`src/rtl/wsc_planner_if.sv`:
```
// Handshake and status bundle between the crossing planner and its driver/river model.
interface wsc_planner_if;
  logic       start;
  logic       variant;
  logic       ext_valid;
  logic [2:0] ext_move;
  logic       mv_valid;
  logic       mv_ready;
  logic [2:0] move;
  logic [3:0] state;
  logic [2:0] step;
  logic       busy;
  logic       done;
  logic       rej;
  logic       solved;

  modport master (
    output start, variant, ext_valid, ext_move, mv_ready,
    input  mv_valid, move, state, step, busy, done, rej, solved
  );

  modport slave (
    input  start, variant, ext_valid, ext_move, mv_ready,
    output mv_valid, move, state, step, busy, done, rej, solved
  );
endinterface

```
`src/rtl/wsc_planner.sv`:
```
// Wolf/sheep/cabbage river-crossing planner: runs a fixed 7-move plan or vets manual moves.
// Bank state is {t,w,s,c}, move code is {w,s,c}; a crossing toggles t plus every moved item.
module wsc_planner (
  input  logic        clk,
  input  logic        rst,
  wsc_planner_if.slave bus
);
  typedef enum logic [1:0] {IDLE, RUN, DONE} fsm_e;

  fsm_e       fsm_q;
  logic [3:0] state_q;
  logic [2:0] step_q;
  logic       var_q;
  logic       rej_q;

  function automatic logic unsafe(input logic [3:0] b);
    return ((b[2] == b[1]) && (b[2] != b[3])) || ((b[1] == b[0]) && (b[1] != b[3]));
  endfunction

  // Variant 1 swaps the wolf and cab crossings (entries 2 and 4).
  function automatic logic [2:0] plan_mv(input logic v, input logic [2:0] i);
    case (i)
      3'd0:    return 3'b010;
      3'd1:    return 3'b000;
      3'd2:    return v ? 3'b001 : 3'b100;
      3'd3:    return 3'b010;
      3'd4:    return v ? 3'b100 : 3'b001;
      3'd5:    return 3'b000;
      default: return 3'b010;
    endcase
  endfunction

  logic [2:0] move_cur;
  logic [3:0] man_d;
  logic       man_code_ok, man_side_ok, man_legal;

  always_comb begin
    move_cur    = plan_mv(var_q, step_q);
    man_d       = state_q ^ {1'b1, bus.ext_move};
    man_code_ok = $onehot0(bus.ext_move);
    // Every moved item must sit on the farmer's bank before the crossing.
    man_side_ok = (bus.ext_move & (state_q[2:0] ^ {3{state_q[3]}})) == 3'b000;
    man_legal   = man_code_ok && man_side_ok && !unsafe(man_d);
  end

  always_ff @(posedge clk) begin
    if (rst) begin
      fsm_q   <= IDLE;
      state_q <= 4'b0000;
      step_q  <= 3'd0;
      var_q   <= 1'b0;
      rej_q   <= 1'b0;
    end else begin
      rej_q <= 1'b0;
      case (fsm_q)
        IDLE: begin
          if (bus.start) begin
            fsm_q   <= RUN;
            state_q <= 4'b0000;
            step_q  <= 3'd0;
            var_q   <= bus.variant;
          end else if (bus.ext_valid) begin
            if (man_legal) state_q <= man_d;
            else           rej_q   <= 1'b1;
          end
        end
        RUN: begin
          if (bus.mv_ready) begin
            state_q <= state_q ^ {1'b1, move_cur};
            step_q  <= step_q + 3'd1;
            if (step_q == 3'd6) fsm_q <= DONE;
          end
        end
        DONE:    fsm_q <= IDLE;
        default: fsm_q <= IDLE;
      endcase
    end
  end

  assign bus.mv_valid = (fsm_q == RUN);
  assign bus.busy     = (fsm_q == RUN);
  assign bus.done     = (fsm_q == DONE);
  assign bus.rej      = rej_q;
  assign bus.move     = move_cur;
  assign bus.state    = state_q;
  assign bus.step     = step_q;
  assign bus.solved   = (state_q == 4'b1111);

  a_plan_safe: assert property (@(posedge clk) disable iff (rst)
    (fsm_q == RUN) |-> !unsafe(state_q));
  c_solved_v0: cover property (@(posedge clk) disable iff (rst)
    (fsm_q == DONE) && bus.solved && !var_q);
  c_solved_v1: cover property (@(posedge clk) disable iff (rst)
    (fsm_q == DONE) && bus.solved && var_q);
endmodule
```
`src/flat_wrapper.sv`:
```
// flat-port wrapper written by rule: the top's interface ports become plain ports
module wsc_planner_flat 
  (clk, rst, bus_start, bus_variant, bus_ext_valid, bus_ext_move, bus_mv_ready, bus_mv_valid, bus_move, bus_state, bus_step, bus_busy, bus_done, bus_rej, bus_solved);
  wsc_planner_if bus_i ();
  input  logic clk;
  input  logic rst;
  input wire logic [$bits(bus_i.start)-1:0] bus_start;
  input wire logic [$bits(bus_i.variant)-1:0] bus_variant;
  input wire logic [$bits(bus_i.ext_valid)-1:0] bus_ext_valid;
  input wire logic [$bits(bus_i.ext_move)-1:0] bus_ext_move;
  input wire logic [$bits(bus_i.mv_ready)-1:0] bus_mv_ready;
  output wire logic [$bits(bus_i.mv_valid)-1:0] bus_mv_valid;
  output wire logic [$bits(bus_i.move)-1:0] bus_move;
  output wire logic [$bits(bus_i.state)-1:0] bus_state;
  output wire logic [$bits(bus_i.step)-1:0] bus_step;
  output wire logic [$bits(bus_i.busy)-1:0] bus_busy;
  output wire logic [$bits(bus_i.done)-1:0] bus_done;
  output wire logic [$bits(bus_i.rej)-1:0] bus_rej;
  output wire logic [$bits(bus_i.solved)-1:0] bus_solved;
  assign bus_i.start = bus_start;
  assign bus_i.variant = bus_variant;
  assign bus_i.ext_valid = bus_ext_valid;
  assign bus_i.ext_move = bus_ext_move;
  assign bus_i.mv_ready = bus_mv_ready;
  assign bus_mv_valid = bus_i.mv_valid;
  assign bus_move = bus_i.move;
  assign bus_state = bus_i.state;
  assign bus_step = bus_i.step;
  assign bus_busy = bus_i.busy;
  assign bus_done = bus_i.done;
  assign bus_rej = bus_i.rej;
  assign bus_solved = bus_i.solved;
  wsc_planner u_core (.clk(clk), .rst(rst), .bus(bus_i));
endmodule
```
`config.mk`:
```
export PLATFORM = sky130hd
export DESIGN_NAME = wsc_planner_flat
export DESIGN_NICKNAME = d
export VERILOG_FILES = /design/src/rtl/wsc_planner_if.sv /design/src/rtl/wsc_planner.sv /design/src/flat_wrapper.sv
export SDC_FILE = /design/constraint.sdc
export NUM_CORES = 1
export LEC_CHECK = 0
export ABC_AREA = 1
export BUFFER_PORTS_ARGS = -buffer_cell sky130_fd_sc_hd__clkbuf_2
export CORE_MARGIN = 2
export CORE_UTILIZATION = 46
export DETAILED_ROUTE_END_ITERATION = 6
export HOLD_SLACK_MARGIN = 0.12
export PLACE_DENSITY = 0.8
export RECOVER_POWER = 50
export SLEW_MARGIN = 20
export SYNTH_ARGS = -nofsm -noshare
export SYNTH_HDL_FRONTEND = slang
export SYNTH_SLANG_ARGS = --single-unit
```
`constraint.sdc`:
```
create_clock -name clk -period 1.7 [get_ports clk]
set_clock_uncertainty 0.2 [all_clocks]
set_input_delay 0.085 -clock clk [delete_from_list [all_inputs] [get_ports clk]]
set_output_delay 0.085 -clock clk [all_outputs]
set_load 0.1 [all_outputs]
```
==> results of run 1 <==
[sequential cells by signal (all words and copies together) (netlist names)]
register,cells
u_core.bus.rej,1
u_core.bus.state,4
u_core.bus.step,3
u_core.fsm_q,2
u_core.var_q,1
[routing by layer]
metal / vias to the layer above / global-route usage / share of wire
li1: 543 / - / -
met1: 505 / 0.2993 / 0.39
met2: 45 / 0.4162 / 0.49
met4: 0 / 0.1444 / 0.050
met5: - / 0 / 0
met3: 18 / 0.07547 / 0.064
[through the flow]
step | std cells | TNS, ns | cell area (um^2) | hold slack (ns)
finish | 214 | -0.2875 | 1418 | 0.1407
global route | 214 | -1.025 | 1418 | 0.2178
CTS | 210 | 0 | 1355 | 0.1331
detailed placement | 196 | 0 | 1221 | 0.1379
global placement | 196 | 0 | 1221 | 0.1314
floorplan | 148 | -0.6711 | 1010 | -0.03569
[layout make-up]
class                   count  area [um^2]  area share
clock buffers               4        26.28     0.01853
inverters                  27        122.6     0.08650
multi-input cells         109        696.9      0.4916
flip-flops and latches     11        240.2      0.1695
well taps                  25        31.28     0.02207
repair buffers             38        300.3      0.2118
[critical path: stages (launching register included)]
cell     delay (ns)
dfxtp_4        0.36
ha_4           0.23
nand2_2        0.06
inv_2          0.04
nor2_1         0.13
nand2_1        0.08
nor2_2         0.10
nand4_1        0.10
nand2_2        0.17
nand3_2        0.09
nand2_1        0.08
nor2_1         0.03
[where the power goes]
| group | leakage, nW | switching [mW] | internal, mW |
|---|---|---|---|
| sequential | 0.0941 | 0.0392 | 0.291 |
| clock | 0.0150 | 0.111 | 0.0914 |
| combinational | 0.600 | 0.527 | 0.219 |
| total | 0.710 | 0.677 | 0.601 |
[how the worst max path moves through the flow]
stage,slack [ns],from,cells after the start,end
floorplan,-0.22,u_core.bus.step[0],13,u_core.bus.state[0]
global placement,0.06,u_core.bus.state[3],11,u_core.bus.state[1]
detailed placement,0.02,u_core.bus.state[2],11,u_core.bus.state[2]
CTS,0.007,u_core.bus.step[0],7,bus_move[1]
global route,-0.22,u_core.bus.state[3],11,u_core.bus.state[1]
finish,-0.08,u_core.bus.state[3],11,u_core.bus.state[3]
[layout by cell type (no fill, tap or decap), types with 7 or more instances in the layout]
cell type | synthesis | routed
nand2_1 | 48 | 41
clkbuf_2 | 0 | 16
nor2_1 | 17 | 15
inv_1 | 16 | 10
a21oi_1 | 11 | 10
inv_2 | 7 | 9
buf_4 | 1 | 9
dlygate4sd3_1 | 0 | 7
[kinds of logic after synthesis]
logic type | after synthesis | synth area share
compound gates | 21 | 0.1252
fa+ha+maj | 6 | 0.08633
buf+inv | 28 | 0.1396
flops | 11 | 0.2532
simple gates | 82 | 0.3957
[timing repair]
action,CTS,global route
setup buffers,3,4
resized for setup,2,12
endpoints found under the hold margin,11,0
endpoints found under the setup margin,1,5
cloned,0,0
hold buffers,7,0
pin swaps,1,7
==> run metrics, run 1 <==
Pleak a little over 0.7 nW; # Max-Cap Violations 0; Worst Path Arrival around 1.8 ns; Setup crit start kind flip-flop; initial antenna violation count 0; DIE HEIGHT between 40 and 50 um; register area share after synthesis 0.2532; Hold Fails Final Rpt 0; R2R Path End u_core.bus.state[3]; Clock Root Buffer clkbuf_4; Die X 47.48 um; total design power approximately 1.3 mW; IO Port Bufs 23; routed vias/inst between 5 and 6; area growth from synthesis to layout 63.02%; HP Start bus_ext_move[0]; worst-path fanout max 8; Yosys top cell by area dfxtp_1; dpl ws 0.01703 ns; Synth Instances between 100 and 150; Hold EP u_core.bus.rej; f_max 561.9 MHz; FF-to-FF setup slack -0.08 ns; CORE AREA ~0.0017 mm^2; Peak VDD IR between 0.6 and 0.7 mV; clock transition at the registers of the reported paths approximately 0.07 ns; Starting Density 0.4982; largest net degree at the start of global routing 9; crit end category flip-flop; top-level I/O count 24; final critical-path share of the clock period 1.047; Power Density around 900 mW/mm^2; H-tree levels 1; ys flop type dfxtp_1; # rows 15; Netlist cell types 21; status complete, but fails checks; post-synthesis cell area 869.6 um^2; first-pass GRT wire length slightly below 4000 um; syn_nets 163; Slew @ Worst Pin about 0.57 ns; CP Data Required Time ~1.7 ns; failing checks setup timing; routed len/inst 12.97 um; Synth area leaders dfxtp_1, nand2_1, ha_1; Tightest Hold Check Type in -> reg; GR Overflow Total 0; Yosys reg bits 11; Slew headroom 0.6233; EDFF count, synth 0; TritonRoute pass-1 iters 4; Final HPWL DP around 1700 um; RR Startpoint u_core.bus.state[3]; CTS tree done; Skew-Pair Late Insertion Delay just under 0.3 ns; die area 0.002254 mm^2; n_diodes 0; vias post-DR 1111; Crit Path Class reg -> reg; fin util 0.8122; Yosys warnings 0; maximum clock insertion buffer count 2; number of global-route vias before repair 917; total wire length between 2000 and 3000 um; All-Layer GR Usage 0.2558; Antenna Violating Nets Remaining 0; post-synth top area share 0.2532; Nets 205; Syn Area/Cell between 5 and 6 um^2; Num CTS Buffers 3; Final Slew Violations 0; Num Clock Sinks 11; fillers 91; layout cell share with drive strength beyond 1 0.4392; R2R cell count 11; Synth top cells by count nand2_1, nor2_1, inv_1; worst hold stages 7; most common cell in the netlist nand2_1; Setup violations, final 5; Final Critical Period roughly 1.8 ns; Placer Congestion around 0.87; DR DRC count 0; DR iter-0 viols 34; Final WS setup -0.07962 ns; RSZ-0062 raised after global routing yes; post-synthesis async set-or-reset flop share 0
No activity file was read; power rests on OpenSTA's default activity.
==> run 2: changes to the inputs <==
--- a/config.mk
+++ b/config.mk
@@ -7,6 +7,7 @@
 export LEC_CHECK = 0
 export ABC_AREA = 1
 export BUFFER_PORTS_ARGS = -buffer_cell sky130_fd_sc_hd__clkbuf_2
+export CORE_ASPECT_RATIO = 1.4
 export CORE_MARGIN = 2
 export CORE_UTILIZATION = 46
 export DETAILED_ROUTE_END_ITERATION = 6
==> run metrics, run 2 (synthesized netlist as in run 1, its figures left out) <==
status complete, but fails checks; failing checks setup timing; CP peak stage delay 0.35 ns (about the same); crit end category flip-flop; Placer Congestion 0.7594 (-13%); CORE AREA 0.001779 mm^2 (+1.9%); worst hold stages 6 (-1); Worst Path Arrival 1.71 ns (-0.05 ns); WP buf/inv 1 (unchanged); Nets 204 (-0.49%); CP Data Required Time 1.68 ns (about the same); clock transition at the registers of the reported paths 0.07 ns (about the same); routed vias/inst 4.942 (-4.8%); Final Critical Period 1.733 ns (-0.04704 ns); H-tree levels 1 (unchanged); crit path cell chain ha_4 -> nand2_2 -> inv_2 -> nor2_2 -> nand2_1 -> nor2_2 -> nand4_1 -> nand2_4 -> nand3_2 -> nand2_1 -> nor2_1; Num CTS Buffers 3 (unchanged); Num Clock Sinks 11 (unchanged); delay-heaviest family, CP simple AND/OR/NAND/NOR gates; Antenna Violating Nets Remaining 0 (unchanged); IO Port Bufs 23 (unchanged); total design power 1.251 mW (-2.1%); Final Slew Violations 0 (unchanged); Hold Fails Final Rpt 0 (unchanged); top-level I/O count 24 (unchanged); # Max-Cap Violations 0 (unchanged); RSZ-0062 raised after global routing yes; max FFs per register 4 (unchanged); worst-path fanout max 8 (unchanged); area growth from synthesis to layout 62.88% (about the same); first-pass GRT wire length 3898 um (+0.88%); Final WS setup -0.03258 ns (+0.04704 ns); Power Density 883.4 mW/mm^2 (-2.0%); layout cell share with drive strength beyond 1 0.4628 (+0.02361); most frequent cells in the layout nand2_1, clkbuf_2, nor2_1; DR DRC count 0 (unchanged); initial antenna violation count 0 (unchanged); maximum clock insertion buffer count 2 (unchanged); f_max 577.2 MHz (+2.7%); DIE HEIGHT 55.45 um (+17%); vias post-DR 1028 (-7.5%); final critical-path share of the clock period 1.019 (-0.02767); Post-Place Cells 192 (-2.0%); Starting Density 0.4887 (-0.009460); Tightest Hold Check Type in -> reg; GR Overflow Total 0 (unchanged); largest net degree at the start of global routing 9 (unchanged); All-Layer GR Usage 0.2483 (-0.007530); CTS tree done; Die X 40.75 um (-14%); Setup crit start kind flip-flop; Pleak 0.7175 nW (+1.1%); TritonRoute pass-1 iters 4 (unchanged); CP max-delay cell dfxtp_4; Final Instance Count excl. Fillers 208 (-2.8%); Setup TNS Final -0.06938 ns (+0.2181 ns); Setup violations, final 4 (-1); Slew headroom 0.6374 (+0.01407); Crit Path Class reg -> reg; R2R cell count 11 (unchanged); total wire length 2494 um (-10%); die area 0.002259 mm^2 (+0.21%); # rows 18 (+3); Clock Root Buffer clkbuf_4; number of global-route vias before repair 947 (+3.3%); Final HPWL DP 1854 um (+10%); Peak VDD IR 0.7345 mV (+11%); Slew @ Worst Pin 0.5463 ns (-0.02120 ns); Skew-Pair Late Insertion Delay 0.28 ns (about the same); most common cell after layout, fill and taps aside nand2_1; DR iter-0 viols 21 (-38%); Levels on crit path 11 (unchanged); routed len/inst 11.99 um (-7.6%); n_diodes 0 (unchanged)
-- run 2: through the flow --
stage            util  cell area (um^2)  hold WS [ns]  setup WS [ns]
2_1_floorplan       -              1010      -0.03569        -0.2171
3_3_place_gp   0.6871              1222        0.1330        0.06573
3_5_place_dp   0.6871              1222        0.1341        0.01522
4_1_cts        0.7567              1346        0.1461       0.002131
5_1_grt        0.7961              1416        0.1757        -0.1546
6_report       0.7961              1416        0.1533       -0.03258
-- run 2: worst min-delay path, stage by stage --
cell,delay (ns)
clkbuf_2,0.14
nand2_1,0.06
nand2_1,0.06
nand2_1,0.06
nand2_1,0.09
a31oi_1,0.09
-- run 2: worst paths after layout --
| path | to | slack (ns) | startpoint |
|---|---|---|---|
| max | u_core.bus.state[0] | -0.03 | u_core.bus.state[3] |
| min | u_core.bus.rej | 0.15 | bus_ext_move[2] |
| min reg2reg | u_core.bus.state[2] | 0.32 | u_core.bus.state[2] |
| max reg2reg | u_core.bus.state[0] | -0.03 | u_core.bus.state[3] |
-- run 2: final cells by class --
class	instances	area, um^2
Clock buffer	4	26.28
Multi-Input combinational cell	109	695.7
Fill cell	117	362.8
Inverter	27	125.1
Sequential cell	11	241.5
Timing Repair Buffer	37	302.8
Tap cell	20	25.02
-- run 2: what timing repair did --
action / CTS / global route
hold buffers: 6 / 0
pin swaps: 2 / 8
setup buffers: 3 / 3
gates resized for setup: 2 / 14
setup endpoints to repair: 2 / 5
endpoints found under the hold margin: 11 / 0
-- run 2: per-layer routing --
| metal | vias to the layer above | wire length (um) | global-route usage |
|---|---|---|---|
| li1 | 540 | - | - |
| met1 | 453 | 878 | 0.2621 |
| met2 | 28 | 1447 | 0.4444 |
| met3 | 7 | 95 | 0.03614 |
| met4 | 0 | 72 | 0.1000 |
| met5 | - | 0 | 0 |
-- run 2: report_power, final --
part | total [mW] | leakage [nW] | switching (mW) | internal, mW
clock network | 0.182 | 0.0150 | 0.0912 | 0.0912
logic | 0.739 | 0.608 | 0.519 | 0.220
registers | 0.330 | 0.0947 | 0.0388 | 0.291
